File: src/rtl/sram_req_ctrl.sv
// sram_req_ctrl: turns a valid/ready request bus into single-port SRAM macro
// commands, tracks the fixed read latency and returns in-order responses
// through a small response FIFO guarded by a credit (outstanding) counter.
module sram_req_ctrl #(
  parameter int unsigned ADDR_WIDTH   = 13,
  parameter int unsigned DATA_WIDTH   = 32,
  parameter int unsigned READ_LATENCY = 1,
  parameter int unsigned RSP_DEPTH    = 2,
  localparam int unsigned NUM_WMASKS  = DATA_WIDTH / 8
) (
  input  logic                  clk_i,
  input  logic                  rst_i,
  input  logic                  req_valid_i,
  output logic                  req_ready_o,
  input  logic [31:0]           req_addr_i,
  input  logic                  req_we_i,
  input  logic [DATA_WIDTH-1:0] req_wdata_i,
  input  logic [NUM_WMASKS-1:0] req_wmask_i,
  output logic                  rsp_valid_o,
  input  logic                  rsp_ready_i,
  output logic [DATA_WIDTH-1:0] rsp_rdata_o,
  output logic                  rsp_err_o,
  output logic                  csb_o,
  output logic                  web_o,
  output logic [NUM_WMASKS-1:0] wmask_o,
  output logic [ADDR_WIDTH-1:0] addr_o,
  output logic [DATA_WIDTH-1:0] wdata_o,
  input  logic [DATA_WIDTH-1:0] rdata_i
);

  localparam int unsigned PTR_W = (RSP_DEPTH > 1) ? $clog2(RSP_DEPTH) : 1;
  localparam int unsigned CNT_W = $clog2(RSP_DEPTH + 1);
  localparam int unsigned TAIL  = READ_LATENCY - 1;

  typedef logic [PTR_W-1:0] ptr_t;
  typedef logic [CNT_W-1:0] cnt_t;

  logic                  accept;
  logic                  pop;
  logic                  push;
  logic                  req_err;
  logic                  fifo_empty;
  logic [DATA_WIDTH-1:0] push_data;

  cnt_t                  outstanding;
  cnt_t                  fifo_cnt;
  ptr_t                  wr_ptr;
  ptr_t                  rd_ptr;

  logic [READ_LATENCY-1:0] pipe_valid;
  logic [READ_LATENCY-1:0] pipe_read;
  logic [READ_LATENCY-1:0] pipe_err;

  logic [DATA_WIDTH-1:0] fifo_data [RSP_DEPTH];
  logic                  fifo_err  [RSP_DEPTH];

  function automatic ptr_t next_ptr(input ptr_t p);
    return (p == ptr_t'(RSP_DEPTH - 1)) ? '0 : p + 1'b1;
  endfunction

  assign req_err     = ((req_addr_i >> (ADDR_WIDTH + 2)) != '0) || (req_addr_i[1:0] != 2'b00);
  assign req_ready_o = !rst_i && (outstanding < cnt_t'(RSP_DEPTH));
  assign accept      = req_valid_i && req_ready_o;

  assign fifo_empty  = (fifo_cnt == '0);
  assign rsp_valid_o = !fifo_empty;
  assign pop         = rsp_valid_o && rsp_ready_i;
  assign push        = pipe_valid[TAIL];
  assign push_data   = (pipe_read[TAIL] && !pipe_err[TAIL]) ? rdata_i : '0;

  // Head entry is gated by empty so the response bus reads zero when idle.
  assign rsp_rdata_o = fifo_empty ? '0 : fifo_data[rd_ptr];
  assign rsp_err_o   = fifo_empty ? 1'b0 : fifo_err[rd_ptr];

  // Drive the SRAM command only in the accept cycle of an error-free request.
  always_comb begin
    csb_o   = 1'b1;
    web_o   = 1'b1;
    wmask_o = '0;
    addr_o  = '0;
    wdata_o = '0;
    if (accept && !req_err) begin
      csb_o   = 1'b0;
      web_o   = !req_we_i;
      addr_o  = req_addr_i[ADDR_WIDTH+1:2];
      wdata_o = req_wdata_i;
      if (req_we_i) begin
        wmask_o = req_wmask_i;
      end
    end
  end

  // Credit counter: requests accepted but whose response is not yet popped.
  always_ff @(posedge clk_i or posedge rst_i) begin
    if (rst_i) begin
      outstanding <= '0;
    end else begin
      case ({accept, pop})
        2'b10:   outstanding <= outstanding + 1'b1;
        2'b01:   outstanding <= outstanding - 1'b1;
        default: outstanding <= outstanding;
      endcase
    end
  end

  // Latency pipeline: advances every cycle, tail lines up with rdata_i.
  always_ff @(posedge clk_i or posedge rst_i) begin
    if (rst_i) begin
      pipe_valid <= '0;
      pipe_read  <= '0;
      pipe_err   <= '0;
    end else begin
      pipe_valid[0] <= accept;
      pipe_read[0]  <= !req_we_i;
      pipe_err[0]   <= req_err;
      for (int unsigned i = 1; i < READ_LATENCY; i++) begin
        pipe_valid[i] <= pipe_valid[i-1];
        pipe_read[i]  <= pipe_read[i-1];
        pipe_err[i]   <= pipe_err[i-1];
      end
    end
  end

  // Response FIFO pointers and occupancy; pop frees the head before push writes.
  always_ff @(posedge clk_i or posedge rst_i) begin
    if (rst_i) begin
      wr_ptr   <= '0;
      rd_ptr   <= '0;
      fifo_cnt <= '0;
    end else begin
      if (push) begin
        wr_ptr <= next_ptr(wr_ptr);
      end
      if (pop) begin
        rd_ptr <= next_ptr(rd_ptr);
      end
      case ({push, pop})
        2'b10:   fifo_cnt <= fifo_cnt + 1'b1;
        2'b01:   fifo_cnt <= fifo_cnt - 1'b1;
        default: fifo_cnt <= fifo_cnt;
      endcase
    end
  end

  // Response FIFO storage written at the pipeline tail.
  always_ff @(posedge clk_i or posedge rst_i) begin
    if (rst_i) begin
      for (int unsigned i = 0; i < RSP_DEPTH; i++) begin
        fifo_data[i] <= '0;
        fifo_err[i]  <= 1'b0;
      end
    end else if (push) begin
      fifo_data[wr_ptr] <= push_data;
      fifo_err[wr_ptr]  <= pipe_err[TAIL];
    end
  end

endmodule

File: config.mk
export PLATFORM = sky130hd
export DESIGN_NAME = sram_req_ctrl
export DESIGN_NICKNAME = d
export VERILOG_FILES = /design/src/rtl/sram_req_ctrl.sv
export SDC_FILE = /design/constraint.sdc
export NUM_CORES = 1
export LEC_CHECK = 0
export BUFFER_PORTS_ARGS = -buffer_cell sky130_fd_sc_hd__buf_2
export CORE_AREA = 10 10 117 119
export CTS_BUF_LIST = sky130_fd_sc_hd__clkbuf_8
export CTS_CLUSTER_SIZE = 16
export DETAILED_ROUTE_END_ITERATION = 8
export DIE_AREA = 0 0 127 129
export PLACE_DENSITY = 0.6
export SLEW_MARGIN = 20
export SYNTH_ARGS = -nofsm -noshare
export SYNTH_HDL_FRONTEND = slang
export SYNTH_SLANG_ARGS = --single-unit
File: constraint.sdc
create_clock -name clk_i -period 3.1 [get_ports clk_i]
set_input_delay 0.465 -clock clk_i [delete_from_list [all_inputs] [get_ports clk_i]]
set_output_delay 0.465 -clock clk_i [all_outputs]
set_load 0.01 [all_outputs]
==> results.toml <==
[sta]
fmax_ghz = 0.402
maxSlewViolCount = 0
worst_pin_slew_ps = 1110
tns_ps = 0
grt_setup_unrepaired = "false"
layout_setup_ws_ps = 611
finClkSkew_ps = 6.11
setup_viol = 0
slew_headroom = 0.260
hold_viol_final = 0
period_minus_slack_ps = 2490
min_period_over_period = 0.803

[yosys]
synth_common_cells = "nand2_1, dfrtp_1, o21ai_0"
ys_top_cells_by_area = "dfrtp_1, and4_1, nand2_1"
syn_avg_cell_area_um2 = 9.00
ys_seq_elements = 75
ys_seq_area_frac = 0.485
yosys_warnings = 0
post-synth-top-area-cell = "dfrtp_1"
synth_edf_count = 0
synth_nets = 537
async_flop_share = 1.00
synthCells = 430
synth_top_area_share = 0.485
yosysUniqueCellTypes = 23
synth_most_common_cell = "nand2_1"
synth_area_um2 = 3870
synth_top_flop_cell = "dfrtp_1"

[floorplanning]
dieHeight_um = 129
start_util = 0.342
die_area_um2 = 16400
ios = 191
die_x_um = 127
core_um2 = 11300
num_rows = 39

[grt]
grt_use_total = 0.151
grt_max_degree = 51
grt_pass1_vias = 3858
grt_pass1_wl_mm = 20.0
grt.overflow.total = 0
antenna_found_initial = 0

[final_layout]
nets = 708
drive_above_1_share = 0.374
n_antenna_cell = 0
multi_input_area_um2 = 1820
syn_to_final_growth_pct = 32.9
fin_area_um2 = 5140
regArea_um2 = 1880
final_cells = 748
fillCellCount = 1126

[worst_setup_path]
crit_required_ps = 2630
critPathLaunchType = "register"
critical_path.endpoint_type = "output port"
cp_max_fo = 22
crit_arrival_ps = 2020
setup.worst_path.class = "register to output port"

[clock_tree]
ctsHtreeMaxLevel = 3
ctsRootBufferMaster = "clkbuf_8"
path_clk_slew_ps = 80
clk_latency_ps = 340
numCtsBuffers = 9
cts_setup_buffers = 0
cts.repair.resized = 0
cts_max_path_buffers = 2
holdBufCountCts = 0
cts_tree = "built"
numClockSinks = 75

[drt]
dr.pass1.iters = 4
via_per_inst = 4.88
num_vias = 3652
drc = 0
ant_nets = 0
first_iter_violations = 249
routed_wl_mm = 12.8
wire_per_inst_um = 17.1

[pwr]
powerDensity_nw_per_um2 = 584
ir_drop_uv = 311
p_total_w = 0.00300
leakage_nw = 2.75

[outcome]
outcome = "complete, no violations"

[placement]
place_ws_ps = 680
place_congestion = 0.924
portBuffers = 190
postPlaceCellArea_um2 = 4940
placed_cells = 733
dp_hpwl_mm = 9.78

[job]
drv_cap = 0

[hold_path]
min_path_type = "input port to async pin"
[cell families (layout without fill, tap and decap cells)]
logic type      Yosys count  count (layout)  share of synthesized area
mux                      35              35                     0.0912
buf+inv                  46             221                     0.0472
fa+ha+maj                 2               2                    0.00647
flops                    75              75                      0.485
xor+xnor                  8               8                     0.0181
compound gates           64              64                     0.0828
simple gates            200             200                      0.269
[sequential cells by signal, indices dropped and copies added (netlist names)]
signal,flops
pipe_read,1
rd_ptr,1
pipe_valid,1
fifo_cnt,2
pipe_err,1
fifo_err,2
fifo_data,64
wr_ptr,1
outstanding,2
[routing by layer]
layer  track usage  up-vias  wire length (um)
li1              -     1810                 -
met3        0.0715       16              1260
met1         0.159     1674              5030
met2         0.262      152              6190
met5             0        -                 0
met4        0.0489        0               308
[power breakdown]
part           internal [W]  total [W]  switching (W)
logic              0.000384   0.000836       0.000452
clock network      0.000410   0.000764       0.000353
registers           0.00117    0.00140       0.000232
[stage by stage]
step                      utilization  hold slack [ps]
after floorplan                     -              442
after global placement          0.437              461
after detailed placement        0.437              470
after CTS                       0.454              214
after global routing            0.454              228
final                           0.454              197
[final timing paths]
kind                                             from                         end  slack, ps  cells past startpoint
max in group asynchronous                       rst_i   fifo_data[26]$_DFFE_PP0P_       2220                      3
min in group clk_i                           req_we_i         pipe_read$_DFF_PP0_        360                      2
max reg2reg                   fifo_cnt[0]$_DFFE_PP0P_     fifo_cnt[1]$_DFFE_PP0P_       1120                      6
min reg2reg                 fifo_data[46]$_DFFE_PP0P_   fifo_data[46]$_DFFE_PP0P_        480                      2
max                        outstanding[1]$_DFFE_PP0P_                  wdata_o[9]        610                      6
min                                             rst_i  outstanding[0]$_DFFE_PP0P_        200                      2
[layout make-up]
type | instances | area share
Sequential cell | 75 | 0.365
Multi-Input combinational cell | 309 | 0.354
Timing Repair Buffer | 201 | 0.203
Tap cell | 143 | 0.0348
Clock buffer | 11 | 0.0294
Clock inverter | 4 | 0.00973
Inverter | 5 | 0.00365
[cell usage in the layout (no fill, tap or decap), drive strengths merged]
cell | synthesis | layout
xor2 | 4 | 4
nand3 | 1 | 1
and4 | 45 | 45
dfrtp | 75 | 75
clkinvlp | 0 | 2
nor2 | 37 | 37
mux2 | 2 | 2
xnor2 | 4 | 4
or4 | 1 | 1
bufinv | 0 | 1
nand4 | 1 | 1
and3 | 9 | 9
ha | 2 | 2
buf | 4 | 201
clkbuf | 37 | 11
nand2b | 1 | 1
o21ai | 64 | 64
nor2b | 1 | 1
mux2i | 33 | 33
inv | 5 | 5
clkinv | 0 | 1
and2 | 1 | 1
nor4 | 4 | 4
nand2 | 99 | 99
[worst max-delay path, stage by stage, from the launching register on]
cell,delay [ps]
dfrtp_1,400
nor2_1,120
nand2_1,90
inv_1,370
buf_4,310
and4_1,230
buf_2,150
Power figures use the tool's default switching activity.
